==> src/rtl/rotate_imm_encoder_pkg.sv <==
// Shared processor defines for the rotate-immediate encoder: widths, FSM states
// and the rotate-left-by-two helper used by the encoding search.
package rotate_imm_encoder_pkg;

  localparam int DATA_W = 32;
  localparam int ROT_W  = 4;
  localparam int IMM_W  = 8;
  localparam int OP_W   = ROT_W + IMM_W;

  typedef enum logic {
    IDLE   = 1'b0,
    SEARCH = 1'b1
  } state_e;

  function automatic logic [DATA_W-1:0] rotl2(input logic [DATA_W-1:0] v);
    return {v[DATA_W-3:0], v[DATA_W-1:DATA_W-2]};
  endfunction

endpackage

==> src/rtl/rotate_imm_encoder.sv <==
// Encodes a 32-bit constant as an 8-bit immediate rotated right by an even amount,
// or checks it against the 12-bit memory-offset range, one rotation step per cycle.
module rotate_imm_encoder
  import rotate_imm_encoder_pkg::*;
(
  input  logic              clk,
  input  logic              rst,
  input  logic              start,
  input  logic              mem,
  input  logic [DATA_W-1:0] value,
  output logic              ready,
  output logic              done,
  output logic              valid,
  output logic [OP_W-1:0]   shift_operand
);

  state_e            state_q;
  logic [DATA_W-1:0] work_q;
  logic [ROT_W-1:0]  rot_q;
  logic              mem_q;
  logic              done_q;
  logic              valid_q;
  logic [OP_W-1:0]   op_q;

  logic              imm_fit_s;
  logic              ofs_fit_s;

  // Fit checks on the current working value: 8-bit immediate or 12-bit offset.
  always_comb begin
    imm_fit_s = (work_q[DATA_W-1:IMM_W] == {(DATA_W-IMM_W){1'b0}});
    ofs_fit_s = (work_q[DATA_W-1:OP_W] == {(DATA_W-OP_W){1'b0}});
  end

  // Encoder FSM: accept a request in IDLE, step the rotation search in SEARCH.
  always_ff @(posedge clk) begin
    if (!rst) begin
      state_q <= IDLE;
      work_q  <= {DATA_W{1'b0}};
      rot_q   <= {ROT_W{1'b0}};
      mem_q   <= 1'b0;
      done_q  <= 1'b0;
      valid_q <= 1'b0;
      op_q    <= {OP_W{1'b0}};
    end else begin
      done_q <= 1'b0;
      case (state_q)
        IDLE: begin
          if (start) begin
            work_q  <= value;
            rot_q   <= {ROT_W{1'b0}};
            mem_q   <= mem;
            state_q <= SEARCH;
          end
        end
        SEARCH: begin
          if (mem_q) begin
            valid_q <= ofs_fit_s;
            op_q    <= ofs_fit_s ? work_q[OP_W-1:0] : {OP_W{1'b0}};
            done_q  <= 1'b1;
            state_q <= IDLE;
          end else if (imm_fit_s) begin
            valid_q <= 1'b1;
            op_q    <= {rot_q, work_q[IMM_W-1:0]};
            done_q  <= 1'b1;
            state_q <= IDLE;
          end else if (rot_q == {ROT_W{1'b1}}) begin
            // Every even rotation tried without a fit: not encodable.
            valid_q <= 1'b0;
            op_q    <= {OP_W{1'b0}};
            done_q  <= 1'b1;
            state_q <= IDLE;
          end else begin
            work_q <= rotl2(work_q);
            rot_q  <= rot_q + {{(ROT_W-1){1'b0}}, 1'b1};
          end
        end
        default: begin
          state_q <= IDLE;
        end
      endcase
    end
  end

  assign ready         = (state_q == IDLE);
  assign done          = done_q;
  assign valid         = valid_q;
  assign shift_operand = op_q;

endmodule

==> config.mk <==
export PLATFORM = sky130hd
export DESIGN_NAME = rotate_imm_encoder
export DESIGN_NICKNAME = d
export VERILOG_FILES = /design/src/rtl/rotate_imm_encoder_pkg.sv /design/src/rtl/rotate_imm_encoder.sv
export SDC_FILE = /design/constraint.sdc
export NUM_CORES = 1
export LEC_CHECK = 0
export ABC_AREA = 1
export ABC_CLOCK_PERIOD_IN_PS = 1500
export CAP_MARGIN = 10
export CORE_MARGIN = 2
export CORE_UTILIZATION = 45
export DETAILED_ROUTE_END_ITERATION = 6
export GPL_TIMING_DRIVEN = 0
export PLACE_DENSITY = 0.8
export SYNTH_ARGS = -nofsm -noshare
export SYNTH_HDL_FRONTEND = slang
export SYNTH_SLANG_ARGS = --single-unit
==> constraint.sdc <==
create_clock -name clk -period 1.5 [get_ports clk]
set_input_delay 0.45 -clock clk [delete_from_list [all_inputs] [get_ports clk]]
set_output_delay 0.45 -clock clk [all_outputs]
set_load 0.1 [all_outputs]
==> results of run 1 <==
-- logic make-up (layout without fill, tap and decap cells) --
logic type	after synthesis	in the layout	share of synthesized area (%)
and+or+nand+nor	285	287	43.9
AOI/OAI and AO/OA	33	33	6.06
adders and majority gates	1	1	0.459
buffers and inverters	67	142	11.1
DFF	52	52	38.2
xor gates and xnor gates	1	1	0.321
-- layout make-up --
type | count | area [µm²] | share of cell area, %
Buffer | 22 | 183 | 4.67
Clock buffer | 5 | 68.8 | 1.76
Clock inverter | 3 | 22.5 | 0.576
Inverter | 43 | 176 | 4.51
Multi-Input combinational cell | 322 | 1610 | 41.1
Sequential cell | 52 | 1060 | 27.0
Tap cell | 75 | 93.8 | 2.40
Timing Repair Buffer | 68 | 688 | 17.6
Timing Repair inverter | 1 | 11.3 | 0.288
-- flip-flops by register name (all words and copies together), names as in the netlist --
signal	count
shift_operand	12
rot_q	4
done	1
mem_q	1
valid	1
work_q	32
state_q	1
-- metal layers --
| layer | track usage, % | vias to the layer above | part of all wire (%) |
|---|---|---|---|
| met4 | 9.17 | 0 | 2.9 |
| met2 | 40.2 | 167 | 50 |
| met5 | 0 | - | 0 |
| met3 | 2.86 | 29 | 7.7 |
| met1 | 29.4 | 1437 | 40 |
| li1 | - | 1494 | - |
-- stage by stage --
| stage | std cells | setup TNS, ps | power (W) | hold slack [ps] |
|---|---|---|---|---|
| after floorplan | 439 | 0 | 0.00223 | 486 |
| after global placement | 563 | -17430 | 0.00247 | 454 |
| after detailed placement | 563 | -17840 | 0.00249 | 451 |
| after CTS | 580 | -112 | 0.00339 | 464 |
| after global routing | 591 | -6280 | 0.00384 | 497 |
| final | 591 | -2410 | 0.00369 | 468 |
-- cells in the mapped netlist, types with 2 or more instances --
| cell | count | area share [%] |
|---|---|---|
| dfxtp_1 | 52 | 38 |
| nor2_1 | 97 | 13 |
| inv_1 | 41 | 5.6 |
| clkbuf_1 | 5 | 0.69 |
| nand3_1 | 27 | 5.0 |
| buf_4 | 2 | 0.55 |
| nand2_1 | 139 | 19 |
| buf_2 | 12 | 2.2 |
| buf_1 | 2 | 0.28 |
| nor2_2 | 3 | 0.69 |
| buf_6 | 3 | 1.2 |
| a21oi_1 | 11 | 2.0 |
| nand4_1 | 2 | 0.46 |
| nand3b_1 | 12 | 3.3 |
| o21ai_0 | 22 | 4.0 |
-- worst paths after layout --
check / to / slack (ps) / depth (start not counted)
max reg2reg: work_q[14] / -110 / 10
min: shift_operand[4] / 470 / 2
max: work_q[14] / -110 / 10
min reg2reg: shift_operand[4] / 470 / 2
-- power by group --
| group | switching, W | internal [W] |
|---|---|---|
| Clock | 0.000524 | 0.000336 |
| Combinational | 0.000709 | 0.000526 |
| Sequential | 0.0000859 | 0.00151 |
| Total | 0.00132 | 0.00237 |
-- worst max-delay path, stage by stage, from the launching register on --
cell	delay, ps
dfxtp_2	340
ha_2	180
nand2_1	110
nor2_1	60
inv_2	80
nand3_4	180
nand2_8	160
clkinv_8	90
clkbuf_16	170
nor2_2	80
nor2_1	40
-- what timing repair did --
item / in CTS / in global routing
cloned: 0 / 6
gates resized for setup: 116 / 78
setup buffers: 10 / 6
pin swaps: 4 / 23
setup endpoints to repair: 60 / 52
==> run summary, run 1 <==
die area - 0.00670 mm²
number of distinct library cells after synthesis - 24
max_slew headroom - 64.8%
Slew @ Worst Pin - 529 ps
routability cong. - 0.894
Die W - 81.9 µm
initial antenna violation count - 0
ys flop type - dfxtp_1
Inserted Clock Buffers - 5
Finished Core Util - 66.4%
WL final - 8410 µm
hold_buf cts - 0
final worst slack - -105 ps
global route overflow - 0
PortBufs - 49
crit path max fanout - 6
first-pass detailed-route iteration total - 5
Post-synth EDFFs - 0
WL/cell - 14.2 µm
Via Count - 3,127
Final #Nets - 552
Peak VDD IR - 0.476 mV
Area growth syn-to-layout - 43.3%
Arrival @ worst endpoint - 1830 ps
min cycle time layout - 1610 ps
vias in the first global route - 2,741
Post-Layout Inst Area - 0.00391 mm²
hold_sp - shift_operand[4]
part of the Yosys area used for sequential elements - 38.2%
I/O Pins - 51
RSZ-0062 raised after global routing - true
Initial Util - 46.3%
H-tree levels - 2
1st-iter DRT viols - 241
number of nets with antenna violations after routing - 0
Die Y - 81.9 µm
worst skew pair latency - 330 ps
Core Region - 0.00589 mm²
Setup CP Type - flip-flop to flip-flop
max cap viols - 0
largest net degree at the start of global routing - 19
net count after synthesis - 476
first-pass GRT wire length - 12,000 µm
Max clock buf depth - 2
startpoint class of the critical path - flip-flop
commonest non-fill, non-tap cell in the layout - nand2_1
final worst path period share - 107%
cell area after placement - 0.00331 mm²
PwrDens - 944 mW/mm²
drt drc - 0
skew final - 12.1 ps
Post-Syn Area - 0.00273 mm²
clock root cell - clkbuf_8
Cells after Synth - 439
FILL cells - 485
Max Slew Vio Count - 0
worst setup path start - rot_q[1]
# rows - 28
drt via density - 5.29
Leakage - 1.87 nW
Critical Path Sink Type - flip-flop
r2r startpoint - rot_q[1]
Mean Syn Cell Area - 6.21 µm²
commonest non-fill, non-tap cells in the layout - 133 x nand2_1, 68 x nor2_1, 41 x dfxtp_1, 39 x inv_1, 34 x clkdlybuf4s50_1
WP data required - 1720 ps
Total Routing Usage GR - 23.3%
status - finished with violations
Synth warnings - 0
Diodes inserted - 0
dpl ws - -1070 ps
Num Clock Sinks - 52
layout cell share with drive strength beyond 1 - 23.6%
Final Hold Viols - 0
flops & latches, synth - 52
CTS clk-pin slew, worst paths - 110 ps
FMAX - 623 MHz
Setup Viol. Count Final - 43
Hold Path Class - flip-flop to flip-flop
FFs w/ async S/R, synth - 0%
violated checks - setup timing
TritonCTS clock tree - yes
DP HPWL - 5090 µm
(Power assumes the default switching activity.)
==> inputs of run 2 (changes only) <==
- CTS_CLUSTER_SIZE: not set -> 30
==> results of run 2 <==
Same layout as run 1: the final DEF is identical, and so are final timing and power.
